--- src/rtl/freq_change_sequencer.sv ---
// Frequency-change sequencer: quiesces the memory controller, hands off to software
// for PLL reprogramming, waits for relock, and guards the whole sequence with a watchdog.
module freq_change_sequencer #(
  parameter int NB_FREQ     = 8,
  parameter int FIDX_W      = 5,
  parameter int QUIESCE_CYC = 4,
  parameter int WDT_CYC     = 64
) (
  input  logic              pclk_i,
  input  logic              prst_i,
  input  logic              start_freq_change_i,
  input  logic [FIDX_W-1:0] freq_index_i,
  input  logic              pll_freq_chng_done_i,
  input  logic              mc_idle_i,
  input  logic              pll_lock_i,
  output logic              freq_change_ready_o,
  output logic              freq_change_done_o,
  output logic              freq_change_error_o,
  output logic              watch_dog_timeout_o,
  output logic              pll_req_o,
  output logic [FIDX_W-1:0] pll_freq_sel_o,
  output logic [FIDX_W-1:0] cur_freq_index_o,
  output logic              busy_o
);

  localparam int Q_W   = (QUIESCE_CYC < 1) ? 1 : $clog2(QUIESCE_CYC + 1);
  localparam int WDT_W = (WDT_CYC < 2) ? 1 : $clog2(WDT_CYC + 1);
  localparam logic [Q_W-1:0]   Q_LAST    = Q_W'((QUIESCE_CYC > 0) ? QUIESCE_CYC - 1 : 0);
  localparam logic [WDT_W-1:0] WDT_LAST  = WDT_W'((WDT_CYC > 0) ? WDT_CYC - 1 : 0);
  localparam logic [WDT_W-1:0] WDT_MAX   = WDT_W'(WDT_CYC);
  localparam logic [FIDX_W:0]  NB_FREQ_L = (FIDX_W + 1)'(NB_FREQ);

  typedef enum logic [2:0] {
    S_IDLE, S_QUIESCE, S_READY, S_WAIT_PLL, S_RELOCK, S_DONE, S_ERR
  } state_e;

  state_e            state_q, state_d;
  logic              start_q;
  logic              start_blk_q;
  logic [Q_W-1:0]    q_cnt_q, q_cnt_d;
  logic [WDT_W-1:0]  wdt_q, wdt_d;
  logic [FIDX_W-1:0] sel_q, sel_d;
  logic [FIDX_W-1:0] cur_q, cur_d;
  logic              timeout_d;
  logic              ready_q, done_q, err_q, wdt_to_q, pll_req_q, busy_q;
  logic              start_edge, idx_bad, active, wdt_hit;

  always_comb begin
    // A start level held across reset release is blocked for the first cycle.
    start_edge = start_freq_change_i & ~start_q & ~start_blk_q;
    idx_bad    = ({1'b0, freq_index_i} >= NB_FREQ_L);
    active     = (state_q inside {S_QUIESCE, S_READY, S_WAIT_PLL, S_RELOCK});
    wdt_hit    = active && (wdt_q >= WDT_LAST);

    state_d   = state_q;
    q_cnt_d   = q_cnt_q;
    wdt_d     = wdt_q;
    sel_d     = sel_q;
    cur_d     = cur_q;
    timeout_d = 1'b0;

    if (active && (wdt_q != WDT_MAX)) wdt_d = wdt_q + 1'b1;

    case (state_q)
      S_IDLE: begin
        if (start_edge) begin
          if (idx_bad) begin
            state_d = S_ERR;
          end else if (freq_index_i == cur_q) begin
            // Latching the (equal) index keeps the DONE-cycle update of cur a no-op.
            sel_d   = freq_index_i;
            state_d = S_DONE;
          end else begin
            sel_d   = freq_index_i;
            q_cnt_d = '0;
            wdt_d   = '0;
            state_d = S_QUIESCE;
          end
        end
      end
      S_QUIESCE: begin
        if (q_cnt_q < Q_LAST) q_cnt_d = q_cnt_q + 1'b1;
        if ((q_cnt_q >= Q_LAST) && mc_idle_i) state_d = S_READY;
      end
      S_READY:    state_d = S_WAIT_PLL;
      S_WAIT_PLL: if (pll_freq_chng_done_i) state_d = S_RELOCK;
      S_RELOCK:   if (pll_lock_i) state_d = S_DONE;
      S_DONE: begin
        cur_d   = sel_q;
        state_d = S_IDLE;
      end
      S_ERR:      state_d = S_IDLE;
      default:    state_d = S_IDLE;
    endcase

    // A completion in the expiry cycle takes priority over the watchdog.
    if (wdt_hit && (state_d != S_DONE)) begin
      state_d   = S_ERR;
      timeout_d = 1'b1;
    end
  end

  always_ff @(posedge pclk_i) begin
    if (prst_i) begin
      state_q     <= S_IDLE;
      start_q     <= 1'b0;
      start_blk_q <= start_freq_change_i;
      q_cnt_q     <= '0;
      wdt_q       <= '0;
      sel_q       <= '0;
      cur_q       <= '0;
      ready_q     <= 1'b0;
      done_q      <= 1'b0;
      err_q       <= 1'b0;
      wdt_to_q    <= 1'b0;
      pll_req_q   <= 1'b0;
      busy_q      <= 1'b0;
    end else begin
      state_q     <= state_d;
      start_q     <= start_freq_change_i;
      start_blk_q <= 1'b0;
      q_cnt_q     <= q_cnt_d;
      wdt_q       <= wdt_d;
      sel_q       <= sel_d;
      cur_q       <= cur_d;
      ready_q     <= (state_d == S_READY);
      done_q      <= (state_d == S_DONE);
      err_q       <= (state_d == S_ERR);
      wdt_to_q    <= timeout_d;
      pll_req_q   <= (state_d == S_RELOCK);
      busy_q      <= (state_d != S_IDLE);
    end
  end

  assign freq_change_ready_o = ready_q;
  assign freq_change_done_o  = done_q;
  assign freq_change_error_o = err_q;
  assign watch_dog_timeout_o = wdt_to_q;
  assign pll_req_o           = pll_req_q;
  assign pll_freq_sel_o      = sel_q;
  assign cur_freq_index_o    = cur_q;
  assign busy_o              = busy_q;

endmodule

--- config.mk ---
export PLATFORM = sky130hd
export DESIGN_NAME = freq_change_sequencer
export DESIGN_NICKNAME = d
export VERILOG_FILES = /design/src/rtl/freq_change_sequencer.sv
export SDC_FILE = /design/constraint.sdc
export NUM_CORES = 1
export LEC_CHECK = 0
export ABC_AREA = 0
export CORE_UTILIZATION = 48
export CTS_BUF_LIST = sky130_fd_sc_hd__clkbuf_4 sky130_fd_sc_hd__clkbuf_8
export CTS_CLUSTER_DIAMETER = 100
export DETAILED_ROUTE_END_ITERATION = 16
export PLACE_DENSITY = 0.74
export SLEW_MARGIN = 20
export SYNTH_ARGS = -nofsm -noshare
export SYNTH_HDL_FRONTEND = slang
export SYNTH_SLANG_ARGS = --single-unit
--- constraint.sdc ---
create_clock -name pclk_i -period 1.63 [get_ports pclk_i]
set_input_delay 0.2445 -clock pclk_i [delete_from_list [all_inputs] [get_ports pclk_i]]
set_output_delay 0.2445 -clock pclk_i [all_outputs]
set_load 0.03 [all_outputs]
==> results.sh <==
export IMPL_run_status="finished clean"
export IMPL_final_nets=203
export IMPL_htree_levels=2
export IMPL_startpoint_type="register"
export IMPL_drive_gt1_share_pct=21.8
export IMPL_ir_worst_vdd_v=0.000844
export IMPL_synth_compound_area_share_pct=11.6
export IMPL_wire_per_inst_um=14.6
export IMPL_ys_types=43
export IMPL_fin_crit_sh_pct=96.3
export IMPL_ys_seq_area_share_pct=43.4
export IMPL_period_minus_slack_ps=1570
export IMPL_hpwl_um=2200
export IMPL_seq_power_share_pct=48.0
export IMPL_end_kind="output port"
export IMPL_path_buf_inv=1
export IMPL_rows=19
export IMPL_pwr_share_clk_pct=25.5
export IMPL_cts_made_buffers=5
export IMPL_power_density_nw_per_um2=929
export IMPL_die_w_um=56.6
export IMPL_synthAdderAreaFrac_pct=3.50
export IMPL_pwr_share_comb_pct=26.5
export IMPL_cts_buffer_depth=2
export IMPL_grt_pass1_vias=1144
export IMPL_path_max_fanout=1
export IMPL_path_delay_family="buffers and inverters"
export IMPL_initial_utilization_pct=51.4
export IMPL_syn_num_nets=161
export IMPL_drv_cap=0
export IMPL_cp_slowest_stage_delay_ps=670
export IMPL_fin_skew_ps=4.01
export IMPL_leakage_uw=0.000867
export IMPL_num_io_pins=27
export IMPL_drc_errors=0
export IMPL_synthArstFlopShare_pct=0
export IMPL_die_area_um2=3200
export IMPL_antenna_found_initial=0
export IMPL_p_int_uw=1240
export IMPL_crit_arrival_ps=1330
export IMPL_synth_simple_gate_area_share_pct=25.5
export IMPL_drt_wl_total_um=3200
export IMPL_synth_warning_count=0
export IMPL_area_growth_pct=35.0
export IMPL_synth_top_family_by_area="simple AND/OR/NAND/NOR gates"
export IMPL_grt_max_degree=16
export IMPL_slew_violations=0
export IMPL_cp_slowest_cell="clkdlybuf4s50_1"
export IMPL_power_switching_uw=550
export IMPL_hold_class="register to register"
export IMPL_max_freq_mhz=637
export IMPL_maxSlewHeadroom_pct=73.5
export IMPL_synth_edf_count=0
export IMPL_cts_root_buffer="clkbuf_4"
export IMPL_port_buffer_count=26
export IMPL_synthXorXnorAreaFrac_pct=6.74
export IMPL_hold_violations=0
export IMPL_avgSynthCellArea_um2=9.79
export IMPL_grt_util_all_layers_pct=20.0
export IMPL_switching_share_pct=30.7
export IMPL_worst_slew_pin_slew_ps=396
export IMPL_setup_violations_final=0
export IMPL_vias=1218
export IMPL_clkLatencyLatePin_ps=340
export IMPL_synthFlopType="dfxtp_1"
export IMPL_grt_overflow=0
export IMPL_antennaDiodeCount=0
export IMPL_path_class="register to output port"
export IMPL_hold_ws_ps=492
export IMPL_cts_tree="done"
export IMPL_dr_pass1_iters=4
export IMPL_clk_pin_slew_worst_paths_ps=90
export IMPL_ys_ff_latch=31
export IMPL_syn_instance_count=146
export IMPL_ant_nets=0
export IMPL_fp_dieH_um=56.6
export IMPL_crit_chain="clkdlybuf4s50_1"
export IMPL_final_setup_tns_ps=0
export IMPL_gp_congestion=0.837
export IMPL_core_area_um2=2780
export IMPL_viasPerCell=5.56
export IMPL_grt_first_pass_wirelength_um=4870
export IMPL_worst_ep_required_time_ps=1390
export IMPL_synthMuxAreaShare_pct=5.60
export IMPL_drt_iter0_markers=29
export IMPL_cts_sinks=31
export IMPL_synth_area_um2=1430
registers in the layout, indices dropped and copies added (netlist names), 3 cells and up:
name / cells
pll_freq_sel_o: 5
state_q: 3
cur_freq_index_o: 5
wdt_q: 7
q_cnt_q: 3
logic make-up after synthesis:
group / Yosys count
compound gates: 22
mux: 8
fa+ha+maj: 4
flops: 31
buf+inv: 9
xor+xnor: 11
simple gates: 61
layout by cell type, fill, tap and decap left out, drive strengths merged, types with 3 or more instances in the layout:
master / n
dfxtp: 31
nor2: 19
clkdlybuf4s50: 16
buf: 14
nand2: 8
mux2i: 8
a21oi: 8
xnor2: 6
dlygate4sd2: 6
clkbuf: 6
nand4: 5
xor2: 5
inv: 4
ha: 4
dlymetal6s2s: 4
o21ai: 4
nor3b: 3
nand3b: 3
and3: 3
nand3: 3
nor3: 3
per-layer routing:
| layer | vias to the layer above | GRT usage (%) | share of wire (%) |
|---|---|---|---|
| li1 | 602 | - | - |
| met1 | 583 | 22.0 | 43 |
| met2 | 27 | 33.6 | 51 |
| met3 | 6 | 8.53 | 4.7 |
| met4 | 0 | 8.01 | 1.4 |
| met5 | - | 0 | 0 |
metrics by stage:
stage	area [um2]	power, uW	cells	utilization (%)	setup WS (ps)
2_1_floorplan	1430	1130	146	-	36.4
3_3_place_gp	1800	1270	211	64.7	-165
3_5_place_dp	1800	1280	211	64.7	-220
4_1_cts	1850	1730	218	66.7	-5.80
5_1_grt	1930	1880	219	69.4	-7.37
6_report	1930	1790	219	69.4	59.6
path summary, 6_finish.rpt:
check | slack (ps) | end | from | cells past startpoint
setup / recovery | 60 | freq_change_error_o | freq_change_error_o | 1
hold / removal | 490 | pll_freq_sel_o[3] | pll_freq_sel_o[3] | 1
setup reg to reg | 70 | q_cnt_q[0] | state_q[2] | 4
hold reg to reg | 490 | pll_freq_sel_o[3] | pll_freq_sel_o[3] | 1
cells in the mapped netlist, types with 2 or more instances:
| cell | count | area (um2) |
|---|---|---|
| nand2_1 | 8 | 30.0 |
| inv_1 | 4 | 15.0 |
| a2111o_1 | 2 | 22.5 |
| clkbuf_1 | 3 | 11.3 |
| nor3b_1 | 3 | 22.5 |
| a21oi_1 | 8 | 40.0 |
| nand4_1 | 5 | 31.3 |
| nor2_1 | 19 | 71.3 |
| mux2i_1 | 8 | 80.1 |
| xnor2_1 | 6 | 52.6 |
| nor3_1 | 2 | 10.0 |
| and3_1 | 2 | 12.5 |
| nand3_1 | 3 | 15.0 |
| o21ai_1 | 2 | 10.0 |
| ha_1 | 4 | 50.1 |
| dfxtp_1 | 31 | 621 |
| or3_1 | 2 | 12.5 |
| nor2b_1 | 2 | 12.5 |
| and2_1 | 2 | 12.5 |
| nand3b_1 | 3 | 22.5 |
| xor2_1 | 5 | 43.8 |
power groups by stage:
stage	logic, uW	registers (uW)	clock network (uW)
floorplan	236	893	0
global placement	396	871	0
detailed placement	411	873	0
CTS	417	857	459
global route	514	865	503
finish	474	860	458
cell type report:
class	instances	area, um2
multi-input cells	106	807
repair buffers	40	384
clock inverters	1	5.00
well taps	31	38.8
clock buffers	6	51.3
inverters	4	15.0
fillers	217	852
flip-flops and latches	31	628
repair_timing:
action	4_1_cts	5_1_grt
buffers inserted	0	1
hold buffers	0	0
pin swaps	0	6
resized for setup	8	20
setup endpoints to repair	9	18
(Power assumes the default switching activity.)
